### config.mk
export PLATFORM = sky130hd
export DESIGN_NAME = fetch_decode
export DESIGN_NICKNAME = d
export VERILOG_FILES = /design/src/rtl/i281_pkg.sv /design/src/rtl/instr_decoder.sv /design/src/rtl/fetch_decode.sv
export SDC_FILE = /design/constraint.sdc
export NUM_CORES = 1
export LEC_CHECK = 0
export BUFFER_PORTS_ARGS = -buffer_cell sky130_fd_sc_hd__buf_4
export CORE_MARGIN = 2
export CORE_UTILIZATION = 47
export CTS_CLUSTER_DIAMETER = 80
export CTS_CLUSTER_SIZE = 12
export DETAILED_ROUTE_END_ITERATION = 8
export PLACE_DENSITY = 0.91
export SKIP_CTS_REPAIR_TIMING = 1
export SYNTH_ARGS = -nofsm -noshare
export SYNTH_HDL_FRONTEND = slang
export SYNTH_SLANG_ARGS = --single-unit
### constraint.sdc
create_clock -name clk -period 4.3 [get_ports clk]
set_input_delay 0.43 -clock clk [delete_from_list [all_inputs] [get_ports clk]]
set_output_delay 0.43 -clock clk [all_outputs]
set_load 0.02 [all_outputs]
### src/rtl/i281_pkg.sv
`default_nettype none
// ============================================================================
// Package     : i281_pkg
// Description : Shared i281 ISA constants: opcode nibbles, op_out bit
//               positions, flag-register bit positions and bus widths.
// Revision    : 1.0 - initial release
// ============================================================================
package i281_pkg;

  localparam int OP_W    = 27;   // {RX[1:0], RY[1:0], one-hot[22:0]}
  localparam int ONEHOT_W = 23;

  // Opcode nibbles, IR[15:12]
  localparam logic [3:0] OPC_NOOP   = 4'h0;
  localparam logic [3:0] OPC_INPUT  = 4'h1;
  localparam logic [3:0] OPC_MOVE   = 4'h2;
  localparam logic [3:0] OPC_LOADI  = 4'h3;
  localparam logic [3:0] OPC_ADD    = 4'h4;
  localparam logic [3:0] OPC_ADDI   = 4'h5;
  localparam logic [3:0] OPC_SUB    = 4'h6;
  localparam logic [3:0] OPC_SUBI   = 4'h7;
  localparam logic [3:0] OPC_LOAD   = 4'h8;
  localparam logic [3:0] OPC_LOADF  = 4'h9;
  localparam logic [3:0] OPC_STORE  = 4'hA;
  localparam logic [3:0] OPC_STOREF = 4'hB;
  localparam logic [3:0] OPC_SHIFT  = 4'hC;
  localparam logic [3:0] OPC_CMP    = 4'hD;
  localparam logic [3:0] OPC_JUMP   = 4'hE;
  localparam logic [3:0] OPC_BRANCH = 4'hF;

  // Bit positions inside op_out[22:0]
  localparam int NOOP_B    = 0;
  localparam int INPUTC_B  = 1;
  localparam int INPUTCF_B = 2;
  localparam int INPUTD_B  = 3;
  localparam int INPUTDF_B = 4;
  localparam int MOVE_B    = 5;
  localparam int LOADI_B   = 6;
  localparam int ADD_B     = 7;
  localparam int ADDI_B    = 8;
  localparam int SUB_B     = 9;
  localparam int SUBI_B    = 10;
  localparam int LOAD_B    = 11;
  localparam int LOADF_B   = 12;
  localparam int STORE_B   = 13;
  localparam int STOREF_B  = 14;
  localparam int SHIFTL_B  = 15;
  localparam int SHIFTR_B  = 16;
  localparam int CMP_B     = 17;
  localparam int JUMP_B    = 18;
  localparam int BRE_B     = 19;
  localparam int BRNE_B    = 20;
  localparam int BRG_B     = 21;
  localparam int BRGE_B    = 22;

  // Flag register bit positions
  localparam int FLAG_Z = 0;
  localparam int FLAG_N = 1;
  localparam int FLAG_O = 2;
  localparam int FLAG_C = 3;

  // JUMP -1: a program parks itself here when it is finished
  localparam logic [15:0] SELF_HALT_WORD = 16'hE0FF;

endpackage
`default_nettype wire

### src/rtl/instr_decoder.sv
`default_nettype none
// ============================================================================
// Module      : instr_decoder
// Description : Combinational i281 instruction decoder. Produces the
//               RX/RY fields and a one-hot opcode bus; exactly one one-hot
//               bit is set for every input value.
// Ports       : ir_hi  [7:0]   in  - IR[15:8] (opcode, RX, RY); the
//                                    immediate byte is not needed here
//               op_out [26:0]  out - {RX, RY, one-hot opcode}
// Revision    : 1.0 - initial release
// ============================================================================
module instr_decoder
  import i281_pkg::*;
(
  input  logic [7:0]      ir_hi,
  output logic [OP_W-1:0] op_out
);

  logic [3:0] w_opc;
  logic [1:0] w_rx;
  logic [1:0] w_ry;

  assign w_opc = ir_hi[7:4];
  assign w_rx  = ir_hi[3:2];
  assign w_ry  = ir_hi[1:0];

  always_comb begin
    op_out        = '0;
    op_out[26:25] = w_rx;
    op_out[24:23] = w_ry;
    case (w_opc)
      OPC_NOOP:   op_out[NOOP_B]   = 1'b1;
      // INPUT family is sub-decoded by the RY field
      OPC_INPUT: begin
        case (w_ry)
          2'b00:   op_out[INPUTC_B]  = 1'b1;
          2'b01:   op_out[INPUTCF_B] = 1'b1;
          2'b10:   op_out[INPUTD_B]  = 1'b1;
          default: op_out[INPUTDF_B] = 1'b1;
        endcase
      end
      OPC_MOVE:   op_out[MOVE_B]   = 1'b1;
      OPC_LOADI:  op_out[LOADI_B]  = 1'b1;
      OPC_ADD:    op_out[ADD_B]    = 1'b1;
      OPC_ADDI:   op_out[ADDI_B]   = 1'b1;
      OPC_SUB:    op_out[SUB_B]    = 1'b1;
      OPC_SUBI:   op_out[SUBI_B]   = 1'b1;
      OPC_LOAD:   op_out[LOAD_B]   = 1'b1;
      OPC_LOADF:  op_out[LOADF_B]  = 1'b1;
      OPC_STORE:  op_out[STORE_B]  = 1'b1;
      OPC_STOREF: op_out[STOREF_B] = 1'b1;
      // Shift direction lives in RY[0]; RY[1] is don't-care
      OPC_SHIFT: begin
        if (w_ry[0]) op_out[SHIFTR_B] = 1'b1;
        else         op_out[SHIFTL_B] = 1'b1;
      end
      OPC_CMP:    op_out[CMP_B]    = 1'b1;
      OPC_JUMP:   op_out[JUMP_B]   = 1'b1;
      default: begin
        case (w_ry)
          2'b00:   op_out[BRE_B]  = 1'b1;
          2'b01:   op_out[BRNE_B] = 1'b1;
          2'b10:   op_out[BRG_B]  = 1'b1;
          default: op_out[BRGE_B] = 1'b1;
        endcase
      end
    endcase
  end

endmodule
`default_nettype wire

### src/rtl/fetch_decode.sv
`default_nettype none
// ============================================================================
// Module      : fetch_decode
// Description : i281 instruction register, decoder, flag register and
//               run/step/halt control. cpu_en gates every architectural
//               register in the datapath.
// Ports       : clk       in  - system clock, rising edge
//               reset     in  - asynchronous, active-high
//               instr_in  in  - code-memory word at current PC
//               run_req   in  - level, 1 = free-run
//               step_req  in  - level, rising edge = execute one instruction
//               halt_req  in  - level, forces HALT (highest priority)
//               flag_we   in  - flag register write enable
//               flag_d    in  - ALU flags {C,O,N,Z}
//               op_out    out - {RX, RY, one-hot opcode}
//               imm_out   out - IR[7:0]
//               flag_out  out - flag register
//               cpu_en    out - datapath enable this cycle
//               halted    out - control FSM is in HALT
// Revision    : 1.0 - initial release
// ============================================================================
module fetch_decode
  import i281_pkg::*;
(
  input  logic            clk,
  input  logic            reset,
  input  logic [15:0]     instr_in,
  input  logic            run_req,
  input  logic            step_req,
  input  logic            halt_req,
  input  logic            flag_we,
  input  logic [3:0]      flag_d,
  output logic [OP_W-1:0] op_out,
  output logic [7:0]      imm_out,
  output logic [3:0]      flag_out,
  output logic            cpu_en,
  output logic            halted
);

  localparam logic [1:0] S_HALT = 2'd0;
  localparam logic [1:0] S_RUN  = 2'd1;
  localparam logic [1:0] S_STEP = 2'd2;

  logic [1:0]  r_state;
  logic [1:0]  w_next_state;
  logic [15:0] r_ir;
  logic [3:0]  r_flags;
  logic        r_step_q;
  logic        w_step_edge;
  logic        w_self_halt;

  // r_step_q follows step_req every cycle, so an edge seen while running or
  // stepping is simply consumed and never replayed once back in HALT.
  assign w_step_edge = step_req & ~r_step_q;
  assign w_self_halt = (r_ir == SELF_HALT_WORD);

  // State register
  always_ff @(posedge clk or posedge reset) begin
    if (reset) r_state <= S_HALT;
    else       r_state <= w_next_state;
  end

  // Next-state logic
  always_comb begin
    w_next_state = r_state;
    if (halt_req) begin
      w_next_state = S_HALT;
    end else begin
      case (r_state)
        S_HALT: begin
          if (run_req)          w_next_state = S_RUN;
          else if (w_step_edge) w_next_state = S_STEP;
        end
        S_RUN: begin
          if (!run_req || w_self_halt) w_next_state = S_HALT;
        end
        default: w_next_state = S_HALT;  // STEP lasts exactly one cycle
      endcase
    end
  end

  // Output logic (Moore)
  always_comb begin
    cpu_en = 1'b0;
    halted = 1'b0;
    case (r_state)
      S_RUN, S_STEP: cpu_en = 1'b1;
      default:       halted = 1'b1;
    endcase
  end

  // Architectural registers: only advance when the datapath is enabled
  always_ff @(posedge clk or posedge reset) begin
    if (reset) begin
      r_ir     <= 16'h0000;
      r_flags  <= 4'h0;
      r_step_q <= 1'b0;
    end else begin
      r_step_q <= step_req;
      if (cpu_en) begin
        r_ir <= instr_in;
        if (flag_we) r_flags <= flag_d;
      end
    end
  end

  instr_decoder u_decoder (
    .ir_hi  (r_ir[15:8]),
    .op_out (op_out)
  );

  assign imm_out  = r_ir[7:0];
  assign flag_out = r_flags;

endmodule
`default_nettype wire

=== After elaboration in Yosys (flattened, before gate mapping) ===
Cells that the tools add are included.

* Word-level logic and storage cells: 66
* Output and inout bits: 41
* Input bits: 26
* Flip-flop bits (word level): 23

* Bitwise operators: 2
* Equal/unequal tests: 21
* Multiplexer cells: 29
* Reduce and logical (&&, ||, !) cells: 10

{| class="wikitable"
|+ Operator list
! operator !! count
|-
| 4-bit == test (second input constant) || 7
|-
| 1-bit 2-to-1 mux || 21
|-
| 16-bit == test (second input constant) || 1
|-
| 4-bit by 3-bit == test with 1-bit output (second input constant) || 4
|-
| 15-bit OR reduction || 1
|-
| 2-bit 2-to-1 mux || 5
|-
| 4-bit by 2-bit == test with 1-bit output (second input constant) || 2
|-
| 4-bit 2-to-1 mux || 2
|-
| 2-bit by 1-bit == test with 1-bit output (second input constant) || 2
|-
| 2-bit == test (second input constant) || 2
|-
| 4-bit by 1-bit == test with 1-bit output (second input constant) || 1
|-
| 2-bit logical NOT || 2
|-
| 4-bit logical NOT || 1
|-
| 4-bit != test (second input constant) || 1
|-
| 2-bit one-hot mux with 2 select lines || 1
|-
| 2-bit AND reduction || 2
|-
| 3-bit != test (second input constant) || 1
|-
| 3-bit OR reduction || 1
|-
| 2-bit OR reduction || 1
|-
| 1-bit bitwise AND || 1
|-
| 1-bit logical NOT || 1
|-
| 1-bit logical OR || 1
|-
| 1-bit inverter || 1
|}

=== Longest topological paths before layout ===
* Depth in word-level cells: 6
* Mapped depth: 6
* Depth with buffers taken out: 6

=== By module ===
From an unflattened synthesis, not the netlist that was laid out.

* Cell total of the unflattened synthesis: 116
* Area, all modules: 1,252.5 um^2

{| class="wikitable"
|+ Modules (own cells, without submodules)
! module !! area each (um^2) !! cells an instance !! times used !! seq. area each (um^2)
|-
| fetch_decode || 1,024.7 || 76 || 1 || 575.6
|-
| instr_decoder || 227.7 || 40 || 1 || 0.0
|}

=== Worst setup path before layout ===
No wires, ideal clock.

* Kind: reg2out
* Start point: register r_state[0]
* End point: output halted
* Required time: 3,870 ps
* Cell stages (with the launch flop): 6
* Buffers on the path: 2
* Arrival time: 1,646 ps
* Path slack: 2,224 ps
* Cells stage by stage: dfrtp_1 inv_1 ha_1 clkbuf_1 buf_1 inv_1

* Longest elaborated chain between the ends: 3
* Elaborated cells on any way between the ends: 4
* Classes of those cells: 2 x eq/ne; 1 x mux; 1 x reduce/logical

{| class="wikitable"
|+ RTL lines
! what !! RTL line !! source
|-
| start: declaration || fetch_decode.sv:44 || <nowiki>logic [1:0] r_state;</nowiki>
|-
| start signal: assignment || fetch_decode.sv:60 || <nowiki>else r_state <= w_next_state;</nowiki>
|-
| 2-bit by 1-bit == test with 1-bit output or 2-bit == test (tied branches) || fetch_decode.sv:86 || <nowiki>case (r_state)</nowiki>
|-
| 2-bit OR reduction * || fetch_decode.sv:86 ||
|-
| 1-bit 2-to-1 mux * || fetch_decode.sv:86 ||
|-
| end: declaration || fetch_decode.sv:37 || <nowiki>output logic halted</nowiki>
|}

Every way passes the cells marked *; elsewhere a longest branch is shown, timed or not.

=== Final worst setup path ===
Same ends and word-level chain as after synthesis.

==> flow_summary.ini <==
[run]
cap_violations = 0

[layout]
area_growth_syn_to_layout_pct = 36.3
layout.nets = 201
final_cell_mix = 66 x buf_4, 23 x dfrtp_1, 19 x mux2_2, 13 x nor2_1, 9 x nor3_1
fillerInstances = 185
multiInputGateArea_um2 = 520
n_antenna_cell = 0
final-seq-area_um2 = 576
post-route-util_pct = 67.7
mostFrequentLayoutCell = buf_4
final_cell_area_um2 = 1680
drive_gt1_share_pct = 51.7

[sta]
tns_ns = 0
tightest_slew_ns = 0.835
final_hold_viol_count = 0
rsz0062_at_grt = no
skew_ns = 0.000703
post-route-period-util_pct = 52.7
fmax_ghz = 0.442
max_slew_margin_pct = 44.3
slew_violations = 0
timing.final.crit_period_ns = 2.26
setup_viol = 0

[placed_design]
portBuffers = 66
place_congestion = 0.787
place_hpwl_mm = 2.13
place_area_um2 = 1650

[grt]
grt_use_met1_pct = 25.2
grt_antenna_before_repair = 0
grt_pass1_vias = 996
grt_busiest_layer = met2
grt_util_met3_pct = 5.65
use_met2_pct = 31.7
grt_usage_pct = 19.8
grt_pass1_wl_mm = 4.25
grt_start_max_net_pins = 24
overflow = 0

[critical_path]
worstPathMaxFanout = 20
crit_top_cell = inv_1
arrival_ns = 1.83
cpMaxStageDelayCell = ha_1
worstSetupPathType = reg -> out
crit_chain = inv_1, ha_1, inv_1, buf_4
slowest_delay_ns = 0.77
cp-start-kind = register
crit_path_end_kind = primary output
r2r_slack_ns = 2.31
required_ns = 3.87

[power]
pwr-share-seq_pct = 39.2
leakagePower_nw = 0.821
p_sw_w = 0.000417
pwr-share-comb_pct = 50.8
swShare_pct = 42.1
ir_worst_vdd_uv = 406
p_clk_share_pct = 9.9
powerDensity_nw_per_um2 = 590
power.internal_w = 0.000573

[floorplan]
rows = 18
dieWidth_um = 55.2
dieArea_um2 = 3040
start_util_pct = 49.7
fp.dieH_um = 55.2
io_pins = 67
core_area_um2 = 2480

[clocking]
cts_buffers = 3
clk_pin_slew_worst_paths_ns = 0.12
clockRootBuffer = clkbuf_4
cts_tree = yes
clk_latency_ns = 0.31
cts_buffer_depth = 2
cts_sinks = 23
htreeDepth = 1

[synth]
yosysSeqAreaShare_pct = 46.7
syn_area_per_cell_um2 = 10.3
yosys.area_share.adder_pct = 2.03
ys_seq_elements = 23
synth_compound_area_share_pct = 2.44
syn_nets = 148
netlist.area_leader.share_pct = 46.7
synth.area.top_cells = dfrtp_1 47%, mux2_2 17%, buf_4 7.3%
synthCells = 120
synth_top_area_cell = dfrtp_1
netlist_area_um2 = 1230
synth_top_family_by_area = simple AND/OR/NAND/NOR gates
synth_xor_xnor_area_share_pct = 0
synth-simple-area-share_pct = 20.4
synth_mux_area_share_pct = 17.4
synth_cell_type_count = 24
ys_warn_count = 0

[drt]
wire_per_inst_um = 13.1
drc_errors = 0
drt.antenna.violating_nets = 0
totalWireLength_mm = 2.65
dr.first_iter.drc_count = 15
avgViaCountPerCell = 5.01
vias = 1013
drtPass1Iterations = 4

[outcome]
status = complete, no violations

[hold_path]
min_path_type = in -> reg
Yosys cell counts:
cell      count
nor3_1        9
nand4b_1      2
nor2_1       13
or2b_1        1
ha_1          2
or4_4         1
buf_4        12
nor4_1        1
and3_1        2
mux2_2       19
nand2_1       8
clkbuf_1      5
nand2b_1      6
a21oi_1       1
or3_1         1
o21ai_0       1
inv_1         6
dfrtp_1      23
nor2b_1       1
nand4_1       2
o2bb2a_1      1
or4b_1        1
buf_1         1
a311o_1       1
worst paths after layout:
path	from	endpoint	depth (start not counted)
hold reg to reg	r_state[1]$_DFFE_PP0P_	r_state[1]$_DFFE_PP0P_	1
setup / recovery	r_state[0]$_DFFE_PP0P_	halted	4
setup reg to reg	r_ir[8]$_DFFE_PP0N_	r_state[0]$_DFFE_PP0P_	4
min in group asynchronous	reset	r_ir[0]$_DFFE_PP0N_	2
hold / removal	step_req	r_step_q$_DFF_PP0_	1
max in group asynchronous	reset	r_ir[14]$_DFFE_PP0N_	2
through the flow:
| stage | instances | setup slack, ns | total power (W) | hold WS [ns] |
|---|---|---|---|---|
| final | 202 | 2.04 | 0.000990 | 0.228 |
| after global routing | 202 | 1.90 | 0.00106 | 0.219 |
| after floorplan | 120 | 2.22 | 0.000749 | 0.432 |
| after detailed placement | 198 | 2.31 | 0.000900 | 0.490 |
| after CTS | 202 | 2.01 | 0.00100 | 0.219 |
| after global placement | 198 | 2.36 | 0.000882 | 0.481 |
layer usage:
metal | wire length, um | share of wire [%]
met1 | 1090 | 41
met2 | 1350 | 51
met3 | 181 | 6.8
met4 | 25 | 0.94
met5 | 0 | 0
layout make-up:
class                      count  share of cell area (%)
inverter                       6                    1.34
sequential                    23                    34.3
tap                           30                    2.24
clock buffer                   4                    1.57
multi-input combinational     73                    31.0
timing repair buffer          66                    29.5
sequential cells by signal (all words and copies together), names as in the netlist:
register	flops
r_ir	16
r_step_q	1
r_state	2
flag_out	4
critical path: cells and delay by family, from the launching register on:
kind       cells  cell delay (ns)
buf+inv        3             0.36
fa+ha+maj      1             0.77
flops          1             0.40
power by group through the flow:
stage / clock network (W) / logic (W) / registers, W
6_report: 0.0000985 / 0.000503 / 0.000389
3_3_place_gp: 0 / 0.000496 / 0.000386
3_5_place_dp: 0 / 0.000508 / 0.000392
4_1_cts: 0.000102 / 0.000509 / 0.000389
2_1_floorplan: 0 / 0.000383 / 0.000366
5_1_grt: 0.000109 / 0.000540 / 0.000407
kinds of logic after synthesis:
| logic type | after synthesis |
|---|---|
| flip-flops | 23 |
| AND/OR/NAND/NOR | 48 |
| adder cells (fa/ha/maj) | 2 |
| buffers and inverters | 24 |
| AO/OA/AOI/OAI | 4 |
| multiplexers | 19 |
Power figures use the tool's default switching activity.
